`src/rtl/hazard_unit_sb.sv`:
```
// Pipeline hazard unit: load-use scoreboard, MDU busy tracking, jump/branch flush priority.
// Optional stall-cycle performance counter built when HAZARD_PERF_CNT_EN is defined.
module hazard_unit_sb #(
    parameter int REG_ADDR_W  = 5,
    parameter int LOAD_STAGES = 1,
    parameter int MDU_CYCLES  = 4
) (
    input  logic                  clk,
    input  logic                  reset,
    input  logic [REG_ADDR_W-1:0] ifid_rs_i,
    input  logic [REG_ADDR_W-1:0] ifid_rt_i,
    input  logic                  ifid_uses_rt_i,
    input  logic                  ifid_mdu_read_i,
    input  logic                  idex_mem_read_i,
    input  logic [REG_ADDR_W-1:0] idex_rt_i,
    input  logic                  mdu_start_i,
    input  logic                  jmp_ctl_i,
    input  logic                  jr_i,
    input  logic                  branch_taken_i,
    output logic                  pc_write_o,
    output logic                  ifid_write_o,
    output logic                  ctl_flush_o,
    output logic                  ifid_flush_o,
    output logic                  idex_flush_o,
    output logic [31:0]           stall_cycles_o
);

    localparam int MDU_W = (MDU_CYCLES > 1) ? $clog2(MDU_CYCLES) : 1;
    localparam logic [MDU_W-1:0] MDU_RELOAD = MDU_W'(MDU_CYCLES - 1);

    logic                  w_e0_valid;
    logic [REG_ADDR_W-1:0] w_e0_tag;
    logic                  w_e0_hz;
    logic                  w_sb_hz;
    logic                  w_load_hz;
    logic                  w_mdu_busy;
    logic                  w_mdu_hz;
    logic                  w_stall;
    logic [MDU_W-1:0]      r_mdu_cnt;

    // Entry 0 is the load currently in EX; register 0 is never a valid tag.
    assign w_e0_valid = idex_mem_read_i && (idex_rt_i != '0);
    assign w_e0_tag   = idex_rt_i;
    assign w_e0_hz    = w_e0_valid &&
                        ((w_e0_tag == ifid_rs_i) || (ifid_uses_rt_i && (w_e0_tag == ifid_rt_i)));

    generate
        if (LOAD_STAGES > 1) begin : g_sb
            logic [LOAD_STAGES-1:1] r_sb_valid;
            logic [REG_ADDR_W-1:0]  r_sb_tag [1:LOAD_STAGES-1];

            // Loads age through the scoreboard whether or not the pipeline is stalled.
            always_ff @(posedge clk) begin
                if (reset) begin
                    r_sb_valid <= '0;
                    for (int k = 1; k < LOAD_STAGES; k++) r_sb_tag[k] <= '0;
                end else begin
                    r_sb_valid[1] <= w_e0_valid;
                    r_sb_tag[1]   <= w_e0_tag;
                    for (int k = 2; k < LOAD_STAGES; k++) begin
                        r_sb_valid[k] <= r_sb_valid[k-1];
                        r_sb_tag[k]   <= r_sb_tag[k-1];
                    end
                end
            end

            always_comb begin
                w_sb_hz = 1'b0;
                for (int k = 1; k < LOAD_STAGES; k++) begin
                    if (r_sb_valid[k] &&
                        ((r_sb_tag[k] == ifid_rs_i) ||
                         (ifid_uses_rt_i && (r_sb_tag[k] == ifid_rt_i))))
                        w_sb_hz = 1'b1;
                end
            end
        end else begin : g_no_sb
            assign w_sb_hz = 1'b0;
        end
    endgenerate

    assign w_load_hz = w_e0_hz || w_sb_hz;

    // A new mult/div reloads the counter even while a previous one is still busy.
    always_ff @(posedge clk) begin
        if (reset)
            r_mdu_cnt <= '0;
        else if (mdu_start_i)
            r_mdu_cnt <= MDU_RELOAD;
        else if (r_mdu_cnt != '0)
            r_mdu_cnt <= r_mdu_cnt - MDU_W'(1);
    end

    assign w_mdu_busy = mdu_start_i || (r_mdu_cnt != '0);
    assign w_mdu_hz   = ifid_mdu_read_i && w_mdu_busy;
    assign w_stall    = w_load_hz || w_mdu_hz;

    // Taken branch beats stall (ID is wrong-path); stall beats jumps (jr needs its rs).
    always_comb begin
        pc_write_o   = 1'b1;
        ifid_write_o = 1'b1;
        ctl_flush_o  = 1'b1;
        ifid_flush_o = 1'b1;
        idex_flush_o = 1'b1;
        if (!reset) begin
            if (branch_taken_i) begin
                ifid_flush_o = 1'b0;
                idex_flush_o = 1'b0;
            end else if (w_stall) begin
                pc_write_o   = 1'b0;
                ifid_write_o = 1'b0;
                ctl_flush_o  = 1'b0;
            end else if (jmp_ctl_i || jr_i) begin
                ifid_flush_o = 1'b0;
                idex_flush_o = 1'b0;
            end
        end
    end

`ifdef HAZARD_PERF_CNT_EN
    logic [31:0] r_stall_cnt;

    always_ff @(posedge clk) begin
        if (reset)
            r_stall_cnt <= '0;
        else if (!pc_write_o && (r_stall_cnt != 32'hFFFF_FFFF))
            r_stall_cnt <= r_stall_cnt + 32'd1;
    end

    assign stall_cycles_o = reset ? 32'd0 : r_stall_cnt;
`else
    assign stall_cycles_o = 32'd0;
`endif

endmodule

```
`config.mk`:
```
export PLATFORM = sky130hd
export DESIGN_NAME = hazard_unit_sb
export DESIGN_NICKNAME = d
export VERILOG_FILES = /design/src/rtl/hazard_unit_sb.sv
export SDC_FILE = /design/constraint.sdc
export NUM_CORES = 1
export LEC_CHECK = 0
export ABC_AREA = 1
export CORE_ASPECT_RATIO = 0.9
export CORE_MARGIN = 5
export CORE_UTILIZATION = 30
export CTS_BUF_LIST = sky130_fd_sc_hd__clkbuf_8
export DETAILED_ROUTE_END_ITERATION = 10
export PLACE_DENSITY = 0.92
export SETUP_SLACK_MARGIN = 0.02
export SLEW_MARGIN = 0
export SYNTH_ARGS = -nofsm -noshare
export SYNTH_HDL_FRONTEND = slang
export SYNTH_SLANG_ARGS = --single-unit
```
`constraint.sdc`:
```
create_clock -name clk -period 1.4 [get_ports clk]
set_input_delay 0.35 -clock clk [delete_from_list [all_inputs] [get_ports clk]]
set_output_delay 0.35 -clock clk [all_outputs]
set_load 0.01 [all_outputs]
```
---- Word-level counts from Yosys, hierarchy flattened ----
Index checks and enable logic that the tools add are counted.
storage, ports and cells
  output and inout bits ................... 37
  input bits .............................. 24
  logic and storage cells ................. 24
  flip-flop bits (word level) ............. 2
cells by class
  reductions and logical operators ........ 11
  $add $sub $neg .......................... 1
  multiplexer cells ....................... 9
  eq/ne operators ......................... 2
operators by type and width
  cell                                              number
  == test 5 bit                                     2
  two-way mux 1 bit                                 7
  nonzero test 5 bit                                1
  logical AND 1 bit                                 4
  logical OR 1 bit                                  4
  two-way mux 2 bit                                 2
  nonzero test 2 bit                                2
  subtractor 2 x 1 -> 2 bit, second input constant  1

---- Depth between registers and ports, before layout ----
Gate-level depths: netlist of run 1.
  depth after elaboration ................. 8
  depth in mapped cells ................... 11
  gate-level depth less buffers ........... 10

---- Least setup slack after synthesis of run 1 ----
No wires, ideal clock.
  path kind ............................... in2out
  start ................................... in idex_rt_i[0]
  end ..................................... out ifid_write_o
  path buffers ............................ 1
  path slack .............................. -69 ps
  arrival time ............................ 1119 ps
  cell stages on the path ................. 10
  required time ........................... 1050 ps
  path through ............................ inv_1 -> nand2_1 -> nand2_1 -> nor2_1 -> nand3_1 -> nand2_1 -> nand2_1 -> nand2_1 -> nand3_1 -> buf_4
on the way
  longest elaborated chain between the ends .. 8
  elaborated cells on any way between the ends .. 11
  classes of those cells .................. eq/ne (2); mux (3); reduce/logical (6)
RTL lines
  element                             RTL line  source
  from (decl)                         15        input logic [REG_ADDR_W-1:0] idex_rt_i,
  == test 5 bit                       45        ((w_e0_tag == ifid_rs_i) || (ifid_uses_rt_i && (w_e0_tag == ifid_rt_i)));
  logical AND 1 bit                   45
  logical OR 1 bit                    45
  logical AND 1 bit (*)               44        assign w_e0_hz = w_e0_valid &&
  logical OR 1 bit (*)                95        assign w_stall = w_load_hz || w_mdu_hz;
  two-way mux 1 bit (*) (3 in a row)  n/a
  to (decl)                           21        output logic ifid_write_o,
Every way passes the cells marked *; elsewhere a longest branch is shown, timed or not.

---- Final worst setup path of run 1 ----
  start ................................... in branch_taken_i
  end ..................................... out ifid_flush_o
on the way
  longest elaborated chain between the ends .. 2
RTL lines
  element            RTL line  source
  from (decl)        19        input logic branch_taken_i,
  two-way mux 1 bit  105       if (branch_taken_i) begin
  two-way mux 1 bit  104       if (!reset) begin
  to (decl)          23        output logic ifid_flush_o,
No other way between the ends.

==> impl_metrics.ini, run 1 <==
[timing]
setup_viol = 5
hold_ws_ns = 0.598
tns_ns = -0.856
rsz0062_at_grt = yes
fin_ws_ns = -0.198
finalCritPeriodShare = 1.14
fmax_mhz = 626
hold_violations = 0
period_needed_ns = 1.60
finClkSkew_ns = 0.000909
maxSlewViolCount = 0

[critical_path]
crit_family = buffers and inverters
arrival_ns = 1.25
cp-start-kind = input port
crit_required_ns = 1.05
critPathMaxFanout = 3
worstPathCellList = clkdlybuf4s50_1 -> inv_1 -> a21oi_1 -> nand2_2 -> buf_6
cp-end-kind = primary output
cpPeakStageDelay_ns = 0.45
critPathKind = input port to primary output
path_buf_inv = 3
cp_slowest_cell = clkdlybuf4s50_1

[yosys]
synth-edff-count = 0
synth_cell_types = 13
syn_inst = 113
ys.warnings.count = 0
ys.flop_type = dfxtp_1
synth_seq_cells = 2
synthTopCellsByArea = buf_4 (43%), nand2_1 (20%), inv_1 (12%), dfxtp_1 (6.5%), nor2_1 (5.5%)
avgSynthCellArea_um2 = 5.45
yosys.cell_count.top_type = buf_4
async_flop_share = 0
ys_seq_area_frac = 0.0650
synth_commonest_cells = buf_4 (35), nand2_1 (33), inv_1 (20)
netlist_area_um2 = 616
yosys.area.top_type = buf_4
synth.top_cell.area_share = 0.427

[clocking]
cts.clk_slew.worst_paths_ns = 0.03
htree_levels = 1
root_buffer = clkbuf_8
numCtsBuffers = 3
cts.sinks = 2
clk-insertion-delay-late_ns = 0.21
clock_path_buffers = 2
cts_hold_buf = 0
cts_tree = built

[placed_design]
place_hpwl_um = 1240
place_inst = 169
placement.setup.worst_slack_ns = -1.10
place_congestion = 0.717
port_buffers = 28

[detailed_routing]
postRouteAntennaNets = 0
dr_total_vias = 632
drc = 0
met3_length_um = 166
wl_met2_um = 837
vias_per_cell = 3.67
first_pass_iters = 4
routedWlPerCell_um = 8.70
wl_met1_um = 455
highest_layer = met4
drt_iter0_markers = 6
routed_wl_um = 1500

[cells_and_area]
finalNonFillerCells = 172
synthToLayoutAreaGrowth_pct = 50.0
diodes = 0
largest_register_ff_count = 2
top_regs = r_mdu_cnt: 2 flops
utilization = 0.478
fin_nets = 174
regMostFlops = r_mdu_cnt
drive_gt1_frac = 0.374
n_fill_cell = 211

[floorplan]
die_h_um = 53.0
die_w_um = 57.8
ios = 61
rows = 15
dieArea_mm2 = 0.00306
start_util = 0.318
placeableCoreArea_mm2 = 0.00193

[power_and_ir_drop]
p_per_area_mw_per_mm2 = 595
p_leak_nw = 0.558
peakVddDrop_mv = 0.465

[grt]
grt_pass1_wl_um = 2080
antenna_found_initial = 0
overflow = 0
grt.total_usage = 0.0898
grt_pass1_vias = 524
grt_max_degree = 5

[job]
drv_cap = 0

[min_path]
worstHoldPathType = flop to flop

[run_status]
failed_checks = setup timing
status = finished, violations left
[where the power goes]
| group | internal [mW] | leakage (nW) | total (mW) | switching (mW) |
|---|---|---|---|---|
| logic | 0.119 | 0.520 | 0.257 | 0.137 |
| registers | 0.0632 | 0.0168 | 0.0647 | 0.00158 |
| clock network | 0.182 | 0.0216 | 0.228 | 0.0465 |
[routing by layer]
layer | GRT usage | vias to the layer above
met3 | 0.0293 | 4
met2 | 0.156 | 31
met4 | 0.0541 | 0
met5 | 0 | -
met1 | 0.0946 | 265
li1 | - | 332
[worst reg2reg max path, stage by stage, from the launching register on]
cell and delay [ns]:
dfxtp_1 0.31, inv_1 0.08, ha_4 0.18, nand2_2 0.07, buf_4 0.10, buf_4 0.09, nor2_1 0.03, o21ai_0 0.15
inv_1 0.06
[repair_timing]
action,CTS,global route
endpoints found under the setup margin,5,5
cloned,0,0
pin swaps,24,20
resized for setup,88,29
hold endpoints to repair,0,0
buffers inserted,1,0
[cell families after synthesis]
group,after synthesis,synth area share
AOI/OAI and AO/OA,6,0.0488
xor gates and xnor gates,1,0.0142
adders and majority gates,1,0.0203
buffers and inverters,56,0.555
DFF,2,0.0650
other,1,0.00609
and+or+nand+nor,46,0.291
[layout make-up]
cell class | instances | area, µm² | area share
multi-input combinational | 86 | 410 | 0.444
timing repair buffer | 35 | 302 | 0.327
inverter | 21 | 98.8 | 0.107
clock buffer | 3 | 41.3 | 0.0447
sequential | 2 | 40.0 | 0.0434
tap | 25 | 31.3 | 0.0339
[cell usage in the layout (no fill, tap or decap), types with 5 or more instances in the layout]
cell,instances
buf_2,9
buf_4,5
buf_6,9
clkdlybuf4s50_1,5
conb_1,32
inv_1,13
nand2_1,23
nand2_2,10
nor2_1,5
[stage by stage]
step	power [mW]	cell area [µm²]
after floorplan	0.256	771
after global placement	0.295	861
after detailed placement	0.300	861
after CTS	0.534	908
after global routing	0.587	923
final	0.550	923
[path summary, 6_finish.rpt]
kind	startpoint	to	slack (ns)	cells after the start
max	branch_taken_i	ifid_flush_o	-0.20	5
max reg2reg	r_mdu_cnt[0]$_SDFFE_PP0N_	r_mdu_cnt[0]$_SDFFE_PP0N_	0.23	8
min	r_mdu_cnt[0]$_SDFFE_PP0N_	r_mdu_cnt[0]$_SDFFE_PP0N_	0.60	3
min reg2reg	r_mdu_cnt[0]$_SDFFE_PP0N_	r_mdu_cnt[0]$_SDFFE_PP0N_	0.60	3
Note: power is estimated with default switching activity, not from simulation.
==> run 2: changes to the inputs <==
--- a/config.mk
+++ b/config.mk
@@ -10,10 +10,10 @@
 export CORE_MARGIN = 5
 export CORE_UTILIZATION = 30
 export CTS_BUF_LIST = sky130_fd_sc_hd__clkbuf_8
+export CTS_CLUSTER_SIZE = 10
 export DETAILED_ROUTE_END_ITERATION = 10
 export PLACE_DENSITY = 0.92
 export SETUP_SLACK_MARGIN = 0.02
-export SLEW_MARGIN = 0
 export SYNTH_ARGS = -nofsm -noshare
 export SYNTH_HDL_FRONTEND = slang
 export SYNTH_SLANG_ARGS = --single-unit
==> results of run 2 <==
Same layout as run 1: the final DEF is identical, and so are final timing and power.
